## config.mk

```make
export PLATFORM = sky130hd
export DESIGN_NAME = cdb_arbiter
export DESIGN_NICKNAME = d
export VERILOG_FILES = /design/src/rtl/cdb_arbiter.sv
export SDC_FILE = /design/constraint.sdc
export NUM_CORES = 1
export LEC_CHECK = 0
export ABC_AREA = 1
export CAP_MARGIN = 10
export CORE_MARGIN = 2
export CORE_UTILIZATION = 55
export DETAILED_ROUTE_END_ITERATION = 8
export GPL_TIMING_DRIVEN = 0
export PLACE_DENSITY_LB_ADDON = 0.05
export SYNTH_ARGS = -nofsm -noshare
export SYNTH_HDL_FRONTEND = slang
export SYNTH_SLANG_ARGS = --single-unit
```

## constraint.sdc

```tcl
create_clock -name clock -period 7.3 [get_ports clock]
set_input_delay 1.46 -clock clock [delete_from_list [all_inputs] [get_ports clock]]
set_output_delay 1.46 -clock clock [all_outputs]
set_load 0.01 [all_outputs]
```

## src/rtl/cdb_arbiter.sv

```systemverilog
// Common data bus arbiter: one holding slot per functional unit,
// round-robin grant of one completed tag per cycle onto the CDB.
`ifndef PHYS_REG_BITS
`define PHYS_REG_BITS 6
`endif

module cdb_arbiter #(
    parameter int NUM_FU   = 4,
    parameter int TAG_BITS = `PHYS_REG_BITS
) (
    input  logic                       clock,
    input  logic                       reset,
    input  logic [NUM_FU-1:0]          fu_valid,
    input  logic [NUM_FU*TAG_BITS-1:0] fu_tag,
    input  logic                       flush,
    output logic [NUM_FU-1:0]          fu_ready,
    output logic [TAG_BITS-1:0]        cdb_tag,
    output logic                       cdb_valid
);

    localparam int PTR_W = (NUM_FU > 1) ? $clog2(NUM_FU) : 1;

    logic [NUM_FU-1:0]   slot_valid;
    logic [TAG_BITS-1:0] slot_tag [NUM_FU];
    logic [PTR_W-1:0]    rr_ptr;

    logic [NUM_FU-1:0]   grant;
    logic [PTR_W-1:0]    gnt_idx;
    logic                gnt_any;
    logic [PTR_W-1:0]    ptr_next;

    // Grant depends only on registered slots, never on this cycle's FU inputs.
    always_comb begin
        int idx;
        idx     = 0;
        gnt_any = 1'b0;
        gnt_idx = '0;
        if (!reset && !flush) begin
            for (int k = 0; k < NUM_FU; k++) begin
                idx = int'(rr_ptr) + k;
                if (idx >= NUM_FU) begin
                    idx = idx - NUM_FU;
                end
                if (!gnt_any && slot_valid[idx]) begin
                    gnt_any = 1'b1;
                    gnt_idx = idx[PTR_W-1:0];
                end
            end
        end
    end

    always_comb begin
        grant = '0;
        if (gnt_any) begin
            grant[gnt_idx] = 1'b1;
        end
    end

    always_comb begin
        fu_ready = '0;
        for (int i = 0; i < NUM_FU; i++) begin
            fu_ready[i] = !reset && !flush && (!slot_valid[i] || grant[i]);
        end
    end

    always_comb begin
        ptr_next = rr_ptr;
        if (gnt_any) begin
            if (gnt_idx == PTR_W'(NUM_FU - 1)) begin
                ptr_next = '0;
            end else begin
                ptr_next = gnt_idx + 1'b1;
            end
        end
    end

    assign cdb_valid = gnt_any;
    assign cdb_tag   = gnt_any ? slot_tag[gnt_idx] : '0;

    always_ff @(posedge clock) begin
        if (reset) begin
            slot_valid <= '0;
            rr_ptr     <= '0;
            for (int i = 0; i < NUM_FU; i++) begin
                slot_tag[i] <= '0;
            end
        end else begin
            // A refill on the grant edge wins over the drain.
            for (int i = 0; i < NUM_FU; i++) begin
                if (flush) begin
                    slot_valid[i] <= 1'b0;
                end else if (fu_valid[i] && fu_ready[i]) begin
                    slot_valid[i] <= 1'b1;
                    slot_tag[i]   <= fu_tag[i*TAG_BITS +: TAG_BITS];
                end else if (grant[i]) begin
                    slot_valid[i] <= 1'b0;
                end
            end
            rr_ptr <= ptr_next;
        end
    end

endmodule

```

==> flow_metrics.py <==
metrics = {
    "clock_network": {
        "cts_htree_levels": 2,
        "cts_tree": "yes",
        "clkSlewWorstSetupHoldPaths_ns": 0.09,
        "clk-insertion-delay-late_ns": 0.34,
        "cts-resized-gates": 0,
        "post_cts_buffers": 0,
        "numCtsBuffers": 5,
        "clk_path_buf_depth": 2,
        "cts.sinks": 30,
        "root_buffer": "clkbuf_4",
        "postCtsHoldBufs": 0,
    },
    "layout": {
        "nets": 333,
        "final_cell_area_mm2": 0.00252,
        "diodes": 0,
        "drive_above_1_share": 0.171,
        "synthToLayoutAreaGrowth_pct": 28.0,
    },
    "logic_synthesis": {
        "synth_area_mm2": 0.00197,
        "netlist_instances": 250,
        "syn_area_per_cell_um2": 7.89,
        "synth_cell_types": 22,
        "syn_nets": 285,
        "ys_ff_latch": 30,
        "yosys_warnings": 0,
        "ys_seq_area_frac": 0.426,
    },
    "power": {
        "p_total_mw": 0.652,
        "p_leak_nw": 1.21,
        "power.density_mw_per_mm2": 258,
        "irDropWorstVdd_v": 0.000162,
    },
    "routing": {
        "drcViolationCount": 0,
        "wirelength_um": 3960,
        "drtIter0Drc": 102,
        "vias_per_cell": 4.77,
        "dr.pass1.iters": 5,
        "vias": 1646,
        "ant_nets": 0,
        "post_drt_wl_per_cell_um": 11.5,
    },
    "global_routing": {
        "grt_max_degree": 12,
        "grt_overflow": 0,
        "antenna_found_initial": 0,
        "grt_use_total": 0.218,
        "grt_pass1_wl_um": 6770,
        "first_global_vias": 1593,
    },
    "timing": {
        "fmax_mhz": 175,
        "maxSlewHeadroom": 0.399,
        "setup_viol": 0,
        "drv_slew": 0,
        "hold_violations": 0,
        "skew_ns": 0.0126,
        "fin_tns_setup_ns": 0,
        "min_period_ns": 5.70,
        "rsz0062_at_grt": "no",
        "holdWs_ns": 0.534,
        "worst_pin_slew_ns": 0.899,
        "period_share": 0.781,
    },
    "critical_path": {
        "start_kind": "primary input",
        "path_buf_inv": 7,
        "cp.arrival_ns": 4.24,
        "crit_fanout": 11,
        "path_cells": "clkdlybuf4s50_1 -> nor2_1 -> nand2_8 -> inv_6 -> nand2_8 -> buf_8 -> inv_1 -> ha_1 -> inv_1 -> o21ai_2 -> inv_1 -> nor2_1 -> clkdlybuf4s50_1",
        "cp-end-kind": "primary output",
        "cpLargestDelayFamily": "buffers and inverters",
        "crit_top_cell": "inv_1",
        "slowest_stage": "nor2_1",
        "crit_type": "in -> out",
        "slowest_delay_ns": 0.70,
        "cp.required_ns": 5.84,
    },
    "place": {
        "place_area_mm2": 0.00244,
        "place.gp.congestion": 0.778,
        "port_buffers": 41,
        "place_hpwl_um": 3090,
    },
    "floorplanning": {
        "start_util": 0.582,
        "io_pins": 42,
        "dieArea_mm2": 0.00408,
        "dieWidth_um": 63.9,
        "die_h_um": 63.9,
        "coreArea_mm2": 0.00339,
        "row_count": 21,
    },
    "run": {
        "cap_viol_max_count": 0,
    },
    "status": {
        "status": "finished clean",
    },
    "min_path": {
        "hp-class": "reg -> reg",
    },
}
## final cells by class
type                            count  area (µm²)
Buffer                              4        57.6
Clock buffer                        7        55.1
Clock inverter                      1        30.0
Fill cell                         273         865
Inverter                           54         208
Multi-Input combinational cell    162         866
Sequential cell                    30         841
Tap cell                           46        57.6
Timing Repair Buffer               41         410
## placed cells by master (no fill, tap or decap), drive strengths merged
cell type / instances
nand2: 70
clkbuf: 7
nor2: 51
o21ai: 6
dfxtp: 6
buf: 4
bufinv: 1
inv: 54
nand3: 25
a21oi: 6
clkdlybuf4s50: 41
edfxtp: 24
ha: 4
## sequential cells by signal, summed over array words and instances (netlist names)
signal / flops
rr_ptr: 2
slot_tag: 24
slot_valid: 4
## where the power goes
group	switching, mW	internal [mW]	leakage [nW]
registers	0.00716	0.197	0.304
clock network	0.0583	0.0818	0.0455
logic	0.187	0.121	0.860
## through the flow
stage	utilization	std cells	setup WS [ns]
2_1_floorplan	-	250	2.75
3_3_place_gp	0.720	337	1.58
5_1_grt	0.745	345	1.40
4_1_cts	0.745	345	1.58
6_report	0.745	345	1.60
3_5_place_dp	0.720	337	1.58
## worst register-to-register path: stages (launching register included)
cell     delay (ns)
dfxtp_1        0.37
buf_6          0.16
nand2_1        0.07
nand2_1        0.09
nand2_1        0.07
nand2_2        0.11
nor2_8         0.05
nand3_4        0.08
nand2_8        0.08
inv_6          0.13
nand2_8        0.06
buf_8          0.14
inv_1          0.10
ha_1           0.16
inv_1          0.05
o21ai_2        0.18
nand3_2        0.19
nand2_1        0.29
## cell families after synthesis
kind of cell               after synthesis  share of synthesized area
and+or+nand+nor                        146                      0.376
AOI/OAI and AO/OA                       12                     0.0381
DFF                                     30                      0.426
adders and majority gates                4                     0.0254
buffers and inverters                   58                      0.135
## routing by layer
layer	global-route usage	share of wire	vias up	wire, µm
met2	0.383	0.51	40	2040
met1	0.256	0.43	740	1690
met4	0.103	0.020	0	78
li1	-	-	856	-
met3	0.0387	0.039	10	155
met5	0	0	-	0
## cells in the mapped netlist, drive strengths merged
master / n / area share
dfxtp: 6 / 0.061
a21oi: 6 / 0.015
nand3: 25 / 0.085
ha: 4 / 0.025
buf: 4 / 0.029
edfxtp: 24 / 0.37
inv: 54 / 0.11
nand2: 70 / 0.18
o21ai: 6 / 0.023
nor2: 51 / 0.11
## worst paths after layout
check	slack (ns)	startpoint	cells after the start	endpoint
worst max-delay path	1.60	reset	13	fu_ready[3]
worst min-delay path	0.53	slot_valid[2]	2	slot_valid[2]
worst max register to register	4.65	rr_ptr[0]	17	slot_tag[3][2]
worst min register to register	0.53	slot_valid[2]	2	slot_valid[2]
Note: power is estimated with default switching activity, not from simulation.
==> RTL edit 1, RTL diff (same flow settings) <==
Set the parameter `NUM_FU` to 8 (it was 4).
--- a/src/rtl/cdb_arbiter.sv
+++ b/src/rtl/cdb_arbiter.sv
@@ -6,5 +6,5 @@
 
 module cdb_arbiter #(
-    parameter int NUM_FU   = 4,
+    parameter int NUM_FU   = 8,
     parameter int TAG_BITS = `PHYS_REG_BITS
 ) (
Ports: changed (resized fu_ready, fu_tag and fu_valid); port bits go from 42 to 74. The function was not compared with the original's and may differ.
==> RTL edit 1 against the unedited design <==
- routed wire length increased to 2.5 times the old value
- sequential cell count is 29 higher
- combinational power is 50% higher
- power rose by 70%
- final area is 95% higher
- final cell count rose by 110%
- area after synthesis grew 98%
- critical path depth is 9 higher
- fmax down 0.74%
- worst setup slack lost 0.042 ns
- critical endpoint is now cdb_tag[1]
- largest cell class unchanged
- highest routed layer unchanged
==> RTL edit 1: results (changes against the unedited design) <==
Final layout:
- The post-route cell area is 0.00492 mm² (was 0.00252 mm²).
- The non-clock inverter total of the final layout is 120 (was 54).
- Largest registers: slot_tag x48, slot_valid x8, rr_ptr x3 (was slot_tag x24, slot_valid x4, rr_ptr x2).
- The multi-input combinational cell count is 353 (was 162).
- The area occupied by multi-input gates is 0.00168 mm² (was 866 µm²).
- The buffering overhead came to 0.172 (was 0.185).

Drt:
- The detailed-route wire length is 9920 µm (was 3960 µm).
- The routed metal-1 wirelength is 4380 µm (was 1690 µm).
- The number of DRC violations after detailed-routing iteration 0 is 342 (was 102).
- The detailed route wirelength on metal2 is 4850 µm (was 2040 µm).
- The number of vias after detailed routing is 3,679 (was 1,646).
- The total met3 wirelength after detailed routing is 502 µm (was 155 µm).

Power:
- The power density of the placed cells came to 225 mW/mm² (was 258 mW/mm²).
- The net switching share of the total power is 0.390 (was 0.388).
- The power attributed to the clock group is 252 µW (was 140 µW).

Placement:
- The port buffer count was 73 (was 41).
- The total placed cells including tap cells is 719 (was 337).
- The placed wire-length estimate after detailed placement is 7790 µm (was 3090 µm).
- The final weighted congestion of routability-driven global placement is 0.914 (was 0.778).
- The post-placement setup slack is 1.71 ns (was 1.58 ns).

Synthesis:
- The fraction of the yosys area taken by sequential cells is 0.425 (was 0.426).
- List of most frequent post-synthesis cells: 155 x nand2_1, 112 x inv_1, 65 x nor2_1 (was 50 x inv_1, 49 x nor2_1, 47 x nand2_1).
- The synthesized-area fraction occupied by xor and xnor cells came to 0.00896 (was 0).
- The post-synthesis cell area is 0.00391 mm² (was 0.00197 mm²).
- The average size of a mapped cell is 7.11 µm² (was 7.89 µm²).

Clock network:
- The total number of clock tree sinks was 59 (was 30).
- The number of clock buffers inserted by TritonCTS came to 9 (was 5).

Worst setup path:
- The largest stage delay on the critical path is 0.57 ns (was 0.70 ns).
- The arrival time at the worst endpoint came to 4.28 ns (was 4.24 ns).
- The largest fanout on the critical path is 10 (was 11).

Timing:
- The worst hold slack was 0.528 ns (was 0.534 ns).

GRT:
- The met2 demand-to-capacity share in global routing is 0.463 (was 0.383).
- The overall fraction of global-route tracks in use is 0.271 (was 0.218).
- The number of global-route vias before repair is 3,567 (was 1,593).
- The met1 routing resource usage after global routing is 0.352 (was 0.256).

Status:
- Outcome: finished, final reports clean (unchanged).

Worst hold path:
- The startpoint of the worst hold path is slot_valid[6] (was slot_valid[2]).
-- RTL edit 1: changes by cell type in the layout (fill, tap and decap cells not counted), moves of 10 or more --
cell | unedited run | this run
nand3_1 | 18 | 54
inv_1 | 50 | 112
clkdlybuf4s50_1 | 41 | 73
nand2_2 | 18 | 8
nand2_1 | 47 | 155
edfxtp_1 | 24 | 48
nor2_1 | 49 | 65
a21oi_1 | 6 | 18
-- RTL edit 1: worst max-delay path by stage --
| stage | startpoint | endpoint | slack, ns | depth (start not counted) |
|---|---|---|---|---|
| floorplan | rr_ptr[0] | cdb_tag[3] | 3.04 | 23 |
| global placement | reset | fu_ready[4] | 1.73 | 7 |
| detailed placement | reset | fu_ready[2] | 1.71 | 7 |
| CTS | rr_ptr[1] | cdb_tag[1] | 1.59 | 21 |
| global route | rr_ptr[1] | cdb_tag[5] | 1.30 | 23 |
| finish | rr_ptr[0] | cdb_tag[1] | 1.56 | 22 |
==> RTL edit 2, RTL diff (same flow settings) <==
Without the edit above. Reset style: asynchronous (`reset`), changed in one clocked block.
--- a/src/rtl/cdb_arbiter.sv
+++ b/src/rtl/cdb_arbiter.sv
@@ -78,5 +78,5 @@
     assign cdb_tag   = gnt_any ? slot_tag[gnt_idx] : '0;
 
-    always_ff @(posedge clock) begin
+    always_ff @(posedge clock or posedge reset) begin
         if (reset) begin
             slot_valid <= '0;
Check against the original RTL: no difference found for any inputs over 4 cycles, from zero or initial values and one cycle with reset high; that may be too few to reach the edited logic, so the function may still have changed.
==> RTL edit 2 against the unedited design <==
- final area is 4.7% higher
- routed wire length grew 13%
- worst setup slack better by 0.068 ns
- area after synthesis increased by 3.4%
- first-iteration DRC count is 37% lower
- power is 17% higher
- count of clock-buffer cells in the layout unchanged
- sequential cell count unchanged
- sequential power is 11% higher
- clock power grew 16%
- largest power group unchanged
==> RTL edit 2: results (changes against the unedited design) <==
Power:
- The power attributed to the clock group is 162 µW (was 140 µW).
- The combinational cell fraction of total power was 0.491 (was 0.472).
- The largest vdd supply drop is 0.175 mV (was 0.162 mV).
- The internal power contribution is 449 µW (was 399 µW).
- The power in combinational cells is 374 µW (was 308 µW).

GRT:
- The largest net degree at the start of global routing was 31 (was 12).
- The overall fraction of global-route tracks in use is 0.235 (was 0.218).

Placement:
- The placed instance area came to 0.00251 mm² (was 0.00244 mm²).
- The final weighted congestion of routability-driven global placement is 0.837 (was 0.778).
- The placed wire-length estimate after detailed placement is 3440 µm (was 3090 µm).
- The total placed cells including tap cells came to 361 (was 337).
- The post-placement setup slack was 1.65 ns (was 1.58 ns).

Timing:
- The worst hold slack is 0.475 ns (was 0.534 ns).
- The setup slack of the critical path after layout came to 1.67 ns (was 1.60 ns).
- The final worst clock skew is 0.0101 ns (was 0.0126 ns).
- The worst-case headroom to the max-slew limit is 0.651 (was 0.399).

Clock network:
- The master cell of the clock root buffer is clkbuf_8 (was clkbuf_4).
- The clock input transition at the sequential cells of the worst setup and hold paths is 0.06 ns (was 0.09 ns).
- The insertion delay to the later sink of the worst-skew pair is 0.28 ns (was 0.34 ns).

Worst setup path:
- The largest fanout on the critical path is 9 (was 11).
- The launching element of the worst setup path is flush (was reset).
- The critical register-to-register path endpoint is slot_tag[3] (was slot_tag[3][2]).
- The worst reg-to-reg setup slack is 4.70 ns (was 4.65 ns).

Synthesis:
- Cells taking the most area after synthesis: dfrtp_1 37%, nand2_1 16%, nand4_1 7.4% (was edfxtp_1 37%, inv_1 9.5%, nor2_1 9.3%).
- The average size of a mapped cell is 7.50 µm² (was 7.89 µm²).
- List of most frequent post-synthesis cells: 89 x nand2_1, 30 x dfrtp_1, 26 x nor2_1 (was 50 x inv_1, 49 x nor2_1, 47 x nand2_1).
- The most used flip-flop cell after synthesis is dfrtp_1 (was edfxtp_1).
- The post-synth net total is 307 (was 285).

Drt:
- The number of vias after detailed routing is 1,859 (was 1,646).
- The number of DRC violations after detailed-routing iteration 0 is 64 (was 102).
- The detailed-route wire length per cell is 12.1 µm (was 11.5 µm).
- The detailed-routing iteration count for the pre-antenna-repair pass was 4 (was 5).

Final layout:
- The fraction of layout instances using a drive strength above 1 was 0.165 (was 0.171).
- The number of nets in the layout was 356 (was 333).
- The area occupied by multi-input gates is 0.00110 mm² (was 866 µm²).

Status:
- Outcome: finished, final reports clean (unchanged).
==> RTL edit 2: changes by cell type after synthesis, moves of 23 or more <==
cell      before  now
dfrtp_1        0   30
nand4_1        0   24
inv_1         50   24
nand2_1       47   89
nor2_1        49   26
edfxtp_1      24    0
==> RTL edit 2: cell families after synthesis <==
| logic type | count (synthesis) | share of synthesized area |
|---|---|---|
| simple gates | 191 | 0.466 |
| buf+inv | 36 | 0.0920 |
| flops | 30 | 0.368 |
| compound gates | 11 | 0.0491 |
| fa+ha+maj | 4 | 0.0245 |
==> RTL edit 2: area by class of cell <==
type	count	share of cell area
multi-input combinational	206	0.416
timing repair buffer	42	0.166
clock buffer	7	0.0289
tap	48	0.0227
sequential	30	0.284
inverter	29	0.0459
buffer	7	0.0251
clock inverter	1	0.0114
==> RTL edit 2: per-layer routing <==
metal | global-route usage | vias up | wire length (µm)
met5 | 0 | - | 0
met4 | 0.0878 | 0 | 83
met3 | 0.0417 | 7 | 166
met2 | 0.372 | 40 | 2140
met1 | 0.322 | 841 | 2080
li1 | - | 971 | -
==> RTL edit 2: worst max-delay path, cell delays in order <==
cell and delay, ns:
clkdlybuf4s50_1 0.51, nor2_1 0.42, nand2_1 0.10, inv_1 0.08, nand2_2 0.14, inv_1 0.23
ha_1 0.19, inv_1 0.06, o21ai_4 0.28, inv_1 0.08, nor2_1 0.08, clkdlybuf4s50_1 0.53
==> RTL edit 2: worst min path at each step <==
stage / from / to / cells past startpoint
after global routing: slot_tag[12] / slot_tag[12] / 2
final: slot_tag[5] / slot_tag[5] / 2
after CTS: slot_tag[5] / slot_tag[5] / 2
after detailed placement: slot_tag[5] / slot_tag[5] / 2
after global placement: slot_tag[5] / slot_tag[5] / 2
after floorplan: slot_tag[12] / slot_tag[12] / 2
